==> src/rtl/pled_pkg.sv <==
// Shared state type, parameter defaults and square-law gamma helper for the
// Pmod_PLED2 PWM driver.
package pled_pkg;

  typedef enum logic [1:0] {
    WAIT_LOCK,
    OFF,
    RAMP,
    RUN
  } pled_state_e;

  localparam int unsigned PLED_PWM_W        = 8;
  localparam int unsigned PLED_PRESCALE     = 39;
  localparam int unsigned PLED_RAMP_PERIODS = 4;
  localparam int unsigned PLED_LOCK_WAIT    = 1024;
  localparam int unsigned PLED_GAMMA_MAX_W  = 16;

  // (duty*duty) >> width; a lit LED never collapses to zero effective duty.
  function automatic logic [PLED_GAMMA_MAX_W-1:0] f_gamma(
    input logic [PLED_GAMMA_MAX_W-1:0] duty,
    input int unsigned                 width
  );
    logic [2*PLED_GAMMA_MAX_W-1:0] sq;
    sq = ({{PLED_GAMMA_MAX_W{1'b0}}, duty} * {{PLED_GAMMA_MAX_W{1'b0}}, duty}) >> width;
    if (duty != '0 && sq == '0) begin
      return {{(PLED_GAMMA_MAX_W-1){1'b0}}, 1'b1};
    end
    return sq[PLED_GAMMA_MAX_W-1:0];
  endfunction

endpackage

==> src/rtl/pled_pwm_core.sv <==
// PWM timebase (prescaler + phase counter) and registered duty comparator.
// PLED_GAMMA_EN adds one pipeline stage to the compare (pwm_out latency 2).
module pled_pwm_core
  import pled_pkg::*;
#(
  parameter int unsigned PWM_W    = PLED_PWM_W,
  parameter int unsigned PRESCALE = PLED_PRESCALE
) (
  input  logic             clk,
  input  logic             rst_n,
  input  logic             run,
  input  logic [PWM_W-1:0] duty_eff,
  output logic             pwm_out,
  output logic             pend
);

  localparam int unsigned PSW = (PRESCALE > 0) ? $clog2(PRESCALE + 1) : 1;

  logic [PSW-1:0]   presc;
  logic [PWM_W-1:0] phase;
  logic             tick;
  logic             hit;

  assign tick = run && (presc == PSW'(PRESCALE));
  assign pend = tick && (phase == '1);
  assign hit  = run && (phase < duty_eff);

  always_ff @(posedge clk or negedge rst_n) begin
    if (!rst_n) begin
      presc <= '0;
      phase <= '0;
    end else if (!run) begin
      presc <= '0;
      phase <= '0;
    end else begin
      presc <= tick ? '0 : presc + 1'b1;
      if (tick) begin
        phase <= phase + 1'b1;
      end
    end
  end

`ifdef PLED_GAMMA_EN
  logic hit_q;

  // run gates both stages so a lock loss still darkens the LED on its edge.
  always_ff @(posedge clk or negedge rst_n) begin
    if (!rst_n) begin
      hit_q   <= 1'b0;
      pwm_out <= 1'b0;
    end else begin
      hit_q   <= hit;
      pwm_out <= run && hit_q;
    end
  end
`else
  always_ff @(posedge clk or negedge rst_n) begin
    if (!rst_n) begin
      pwm_out <= 1'b0;
    end else begin
      pwm_out <= hit;
    end
  end
`endif

endmodule

==> src/rtl/pled_pwm_driver.sv <==
// Power-LED PWM driver: lock qualifier, WAIT_LOCK/OFF/RAMP/RUN FSM and soft ramp.
// Optional square-law duty curve enabled by defining PLED_GAMMA_EN.
module pled_pwm_driver
  import pled_pkg::*;
#(
  parameter int unsigned PWM_W        = PLED_PWM_W,
  parameter int unsigned PRESCALE     = PLED_PRESCALE,
  parameter int unsigned RAMP_PERIODS = PLED_RAMP_PERIODS,
  parameter int unsigned LOCK_WAIT    = PLED_LOCK_WAIT
) (
  input  logic             clk,
  input  logic             rst_n,
  input  logic             pll_lock,
  input  logic             enable,
  input  logic             duty_load,
  input  logic [PWM_W-1:0] duty_in,
  output logic             pwm_out,
  output logic [PWM_W-1:0] duty_now,
  output logic             busy,
  output logic             ready
);

  localparam int unsigned LCW = (LOCK_WAIT > 1) ? $clog2(LOCK_WAIT) : 1;
  localparam int unsigned RCW = (RAMP_PERIODS > 1) ? $clog2(RAMP_PERIODS) : 1;

  pled_state_e      state, state_nxt;
  logic             lock_m, lock_s;
  logic [LCW-1:0]   lock_cnt;
  logic [RCW-1:0]   ramp_cnt;
  logic [PWM_W-1:0] target;
  logic [PWM_W-1:0] eff_tgt;
  logic [PWM_W-1:0] duty_eff;
  logic             lock_lost;
  logic             lock_done;
  logic             run;
  logic             pend;
  logic             step;

  assign eff_tgt   = enable ? target : '0;
  assign lock_lost = (state != WAIT_LOCK) && !lock_s;
  assign lock_done = lock_s && (lock_cnt == LCW'(LOCK_WAIT - 1));
  // Including lock_s here makes the core clear its counters and pwm_out on the lock-loss edge.
  assign run       = ((state == RAMP) || (state == RUN)) && lock_s;
  assign step      = (state == RAMP) && pend && (ramp_cnt == RCW'(RAMP_PERIODS - 1))
                     && (duty_now != eff_tgt);
  assign busy      = (state == RAMP);
  assign ready     = (state != WAIT_LOCK);

  always_ff @(posedge clk or negedge rst_n) begin
    if (!rst_n) begin
      lock_m <= 1'b0;
      lock_s <= 1'b0;
    end else begin
      lock_m <= pll_lock;
      lock_s <= lock_m;
    end
  end

  always_comb begin
    state_nxt = state;
    if (lock_lost) begin
      state_nxt = WAIT_LOCK;
    end else begin
      case (state)
        WAIT_LOCK: if (lock_done) state_nxt = OFF;
        OFF:       if (eff_tgt != '0) state_nxt = RAMP;
        RAMP:      if (duty_now == eff_tgt) state_nxt = (eff_tgt != '0) ? RUN : OFF;
        RUN:       if (eff_tgt != duty_now) state_nxt = RAMP;
        default:   state_nxt = WAIT_LOCK;
      endcase
    end
  end

  always_ff @(posedge clk or negedge rst_n) begin
    if (!rst_n) begin
      state    <= WAIT_LOCK;
      target   <= '0;
      duty_now <= '0;
      lock_cnt <= '0;
      ramp_cnt <= '0;
    end else begin
      state <= state_nxt;
      if (duty_load) begin
        target <= duty_in;
      end
      if ((state != WAIT_LOCK) || !lock_s || lock_done) begin
        lock_cnt <= '0;
      end else begin
        lock_cnt <= lock_cnt + 1'b1;
      end
      if (lock_lost) begin
        duty_now <= '0;
      end else if (step) begin
        duty_now <= (eff_tgt > duty_now) ? duty_now + 1'b1 : duty_now - 1'b1;
      end
      if (state != RAMP) begin
        ramp_cnt <= '0;
      end else if (pend) begin
        ramp_cnt <= (ramp_cnt == RCW'(RAMP_PERIODS - 1)) ? '0 : ramp_cnt + 1'b1;
      end
    end
  end

`ifdef PLED_GAMMA_EN
  logic [PLED_GAMMA_MAX_W-1:0] gamma_full;
  assign gamma_full = f_gamma(PLED_GAMMA_MAX_W'(duty_now), PWM_W);
  assign duty_eff   = PWM_W'(gamma_full);
`else
  assign duty_eff = duty_now;
`endif

  pled_pwm_core #(
    .PWM_W   (PWM_W),
    .PRESCALE(PRESCALE)
  ) u_core (
    .clk     (clk),
    .rst_n   (rst_n),
    .run     (run),
    .duty_eff(duty_eff),
    .pwm_out (pwm_out),
    .pend    (pend)
  );

endmodule

==> config.mk <==
export PLATFORM = sky130hd
export DESIGN_NAME = pled_pwm_driver
export DESIGN_NICKNAME = d
export VERILOG_FILES = /design/src/rtl/pled_pkg.sv /design/src/rtl/pled_pwm_core.sv /design/src/rtl/pled_pwm_driver.sv
export SDC_FILE = /design/constraint.sdc
export NUM_CORES = 1
export LEC_CHECK = 0
export CAP_MARGIN = 0
export CORE_MARGIN = 10
export CORE_UTILIZATION = 56
export DETAILED_ROUTE_END_ITERATION = 8
export PLACE_DENSITY = 0.78
export SLEW_MARGIN = 20
export SYNTH_ARGS = -nofsm -noshare
export SYNTH_HDL_FRONTEND = slang
export SYNTH_SLANG_ARGS = --single-unit
==> constraint.sdc <==
create_clock -name clk -period 3.2 [get_ports clk]
set_input_delay 0.32 -clock clk [delete_from_list [all_inputs] [get_ports clk]]
set_output_delay 0.32 -clock clk [all_outputs]
set_load 0.03 [all_outputs]
==> run_results.csv <==
group,metric,value,unit
outcome,status,"complete, no violations",
routing,ant_nets,0,
clocking,tritoncts,"built",
die,start_util,58.0,%
sta,timing.hold.ws,0.00600,ns
pwr,p_sw_share,24.7,%
sta,hold_violations,0,
routing,drt_wl_total,5410,um
critical_path,path_depth,14,
finish,area_growth,22.3,%
critical_path,critPathTopFamily,"simple AND/OR/NAND/NOR gates",
finish,utilization,70.9,%
placed_design,portBuffers,23,
routing,vias_per_cell,5.38,
sta,rsz0062_at_grt,"false",
die,core_area,0.00472,sq mm
routing,routed.top_layer,"met4",
routing,met1_length,2500,um
sta,finalSetupViolCount,0,
critical_path,r2r_end,"duty_now[7]",
die,io_pins,24,
routing,wl_per_cell,13.9,um
routing,wl_met2,2580,um
sta,period_share,92.1,%
min_path,hp-class,"input pin to async pin",
yosys,synth.avg_cell_area,10.1,sq um
yosys,ys_ff_latch,47,
die,die_x,89.9,um
grt,grt_first_pass_wirelength,9740,um
clocking,cts_buffer_depth,2,
routing,first_pass_iters,4,
yosys,netlist_top_cells_count,"dfrtp_1 (47), nor2_1 (29), ha_1 (25)",
clocking,h-tree-depth,2,
die,fp.dieH,89.9,um
routing,drtIter0Drc,140,
yosys,yosys_warnings,0,
routing,route.vias.total,2088,
critical_path,worstSetupEndpointType,"flop",
critical_path,cp_slowest_stage_delay,0.39,ns
die,rows,25,
pwr,p_clk_share,36.0,%
yosys,syn_nets,309,
critical_path,crit_buf_inv,1,
yosys,synth_area,0.00274,sq mm
critical_path,critPathKind,"flop to flop",
critical_path,cpMaxStageDelayCell,"dfrtp_1",
yosys,netlist.area_leader.share,43.0,%
critical_path,endpoint,"duty_now[7]",
placed_design,gp_congestion,0.780,
grt,grt_max_degree,48,
pwr,internal_power,946,uW
flow_run,drv_cap,0,
pwr,p_per_area,376,mW/mm^2
yosys,synth_top_cells_by_area,"dfrtp_1 (43%), ha_1 (11%), xor2_1 (4.2%)",
pwr,power_frac_seq,49.2,%
sta,slew_headroom,60.7,%
critical_path,crit_fanout,5,
critical_path,worstSetupStartpoint,"target[1]",
pwr,p_sw,311,uW
routing,drc,0,
routing,met3WireLength,248,um
placed_design,post-place-cells,377,
grt,grt_overflow,0,
clocking,ctsHoldBuffers,0,
sta,finClkSkew,0.00903,ns
grt,grt_usage,14.2,%
finish,drive_gt1_share,17.4,%
die,die_area,0.00809,sq mm
critical_path,cp.required,3.44,ns
critical_path,crit_arrival,3.19,ns
yosys,yosysSeqAreaShare,43.0,%
finish,finalNetCount,359,
yosys,synth_edf_count,0,
yosys,async_flop_share,100,%
sta,min_period,2.95,ns
clocking,numCtsBuffers,5,
critical_path,startpoint_type,"flop",
yosys,synth_area_leader_cell,"dfrtp_1",
critical_path,reg2reg_from,"target[1]",
placed_design,pre_cts_slack,-0.287,ns
yosys,syn_inst,270,
critical_path,rr_worst_depth,14,
sta,slew_viol_final,0,
critical_path,crit_chain,"and2_1 -> ha_1 -> nor2b_1 -> o211ai_1 -> a211o_1 -> and2_4 -> buf_4 -> ha_1 -> nand2_1 -> o21ai_0 -> nand2_1 -> and3_1 -> or2_2 -> o211ai_2",
sta,timing.fmax,0.339,GHz
pwr,peakVddDrop,0.000319,V
yosys,synth_cell_type_count,44,
grt,antenna_found_initial,0,
yosys,synthFlopType,"dfrtp_1",
grt,grt_pass1_vias,2138,
pwr,pwr-share-comb,14.8,%
pwr,finalPower,1.26,mW
clocking,clk_latency,0.31,ns
yosys,synth.most_common_cell,"dfrtp_1",
clocking,cts-root-buf,"clkbuf_8",
pwr,p_leak,1.51,nW
clocking,cts.sinks,47,
sta,setup_ws,0.254,ns
critical_path,ff2ff_setup_slack,0.25,ns
finish,layout.cells.non_filler,388,
sta,tightest_slew,0.590,ns
placed_design,dp_hpwl,4020,um
clocking,clk_pin_slew,0.09,ns
finish,num_antenna_cells,0,
==> worst min-delay path by stage <==
stage	from	endpoint	cells after the start
after floorplan	rst_n	duty_now[0]	0
after global placement	lock_m	lock_s	0
after detailed placement	lock_m	lock_s	0
after CTS	rst_n	duty_now[4]	1
after global routing	rst_n	ramp_cnt[0]	1
final	rst_n	duty_now[4]	1
==> layer usage <==
layer / vias to the layer above / global-route usage (%)
met3: 6 / 3.16
met1: 986 / 17.4
met5: - / 0
met2: 46 / 23.4
met4: 0 / 6.23
li1: 1050 / -
==> cell usage in the layout, fill, tap and decap left out, types with 10 or more instances in the layout <==
cell type	netlist	routed
ha_1	25	24
xnor2_1	10	10
clkdlybuf4s50_1	0	21
nand3_1	19	19
o21ai_0	10	10
xor2_1	13	13
a21oi_1	12	12
nand2_1	11	11
nor2_1	29	29
and2_1	11	10
buf_4	0	25
inv_1	14	14
dfrtp_1	47	46
==> cell type report <==
| class | count | area, sq um |
|---|---|---|
| fillers | 359 | 1380 |
| well taps | 67 | 83.8 |
| clock buffers | 5 | 68.8 |
| repair buffers | 47 | 410 |
| clock inverters | 3 | 47.5 |
| multi-input cells | 205 | 1510 |
| flip-flops and latches | 47 | 1180 |
| inverters | 14 | 52.6 |
==> cells by family (layout without fill, tap and decap cells) <==
kind of cell | Yosys count | in the layout | synth area share (%)
DFF | 47 | 47 | 43.0
buffers and inverters | 18 | 69 | 2.74
muxes | 10 | 10 | 4.02
adders and majority gates | 26 | 26 | 12.2
xor gates and xnor gates | 23 | 23 | 7.36
and+or+nand+nor | 102 | 102 | 20.8
AOI/OAI and AO/OA | 44 | 44 | 9.96
==> metrics by stage <==
stage / cell area, sq um / TNS (ns)
6_report: 3350 / 0
5_1_grt: 3350 / 0
4_1_cts: 3300 / 0
3_5_place_dp: 3180 / -0.844
3_3_place_gp: 3180 / -0.497
2_1_floorplan: 2740 / 0
==> registers in the layout (all words and copies together) (netlist names) <==
register	cells
lock_m	1
duty_now	8
u_core.phase	8
ramp_cnt	2
u_core.presc	6
lock_s	1
state	2
u_core.pwm_out	1
target	8
lock_cnt	10
==> worst reg2reg max path: cells and delay by family (launching register included) <==
kind / cells / cell delay [ns]
simple gates: 7 / 1.09
flops: 1 / 0.39
fa+ha+maj: 2 / 0.57
compound gates: 4 / 0.68
buf+inv: 1 / 0.15
==> power groups by stage <==
stage / combinational [mW] / sequential [mW] / clock (mW)
floorplan: 0.0955 / 0.627 / 0
global placement: 0.171 / 0.630 / 0
detailed placement: 0.177 / 0.631 / 0
CTS: 0.177 / 0.619 / 0.467
global route: 0.210 / 0.621 / 0.493
finish: 0.186 / 0.618 / 0.453
==> what timing repair did <==
action / 4_1_cts / 5_1_grt
setup buffers: 0 / 3
setup endpoints to repair: 0 / 3
gates resized for setup: 0 / 6
No activity file was read; power rests on OpenSTA's default activity.
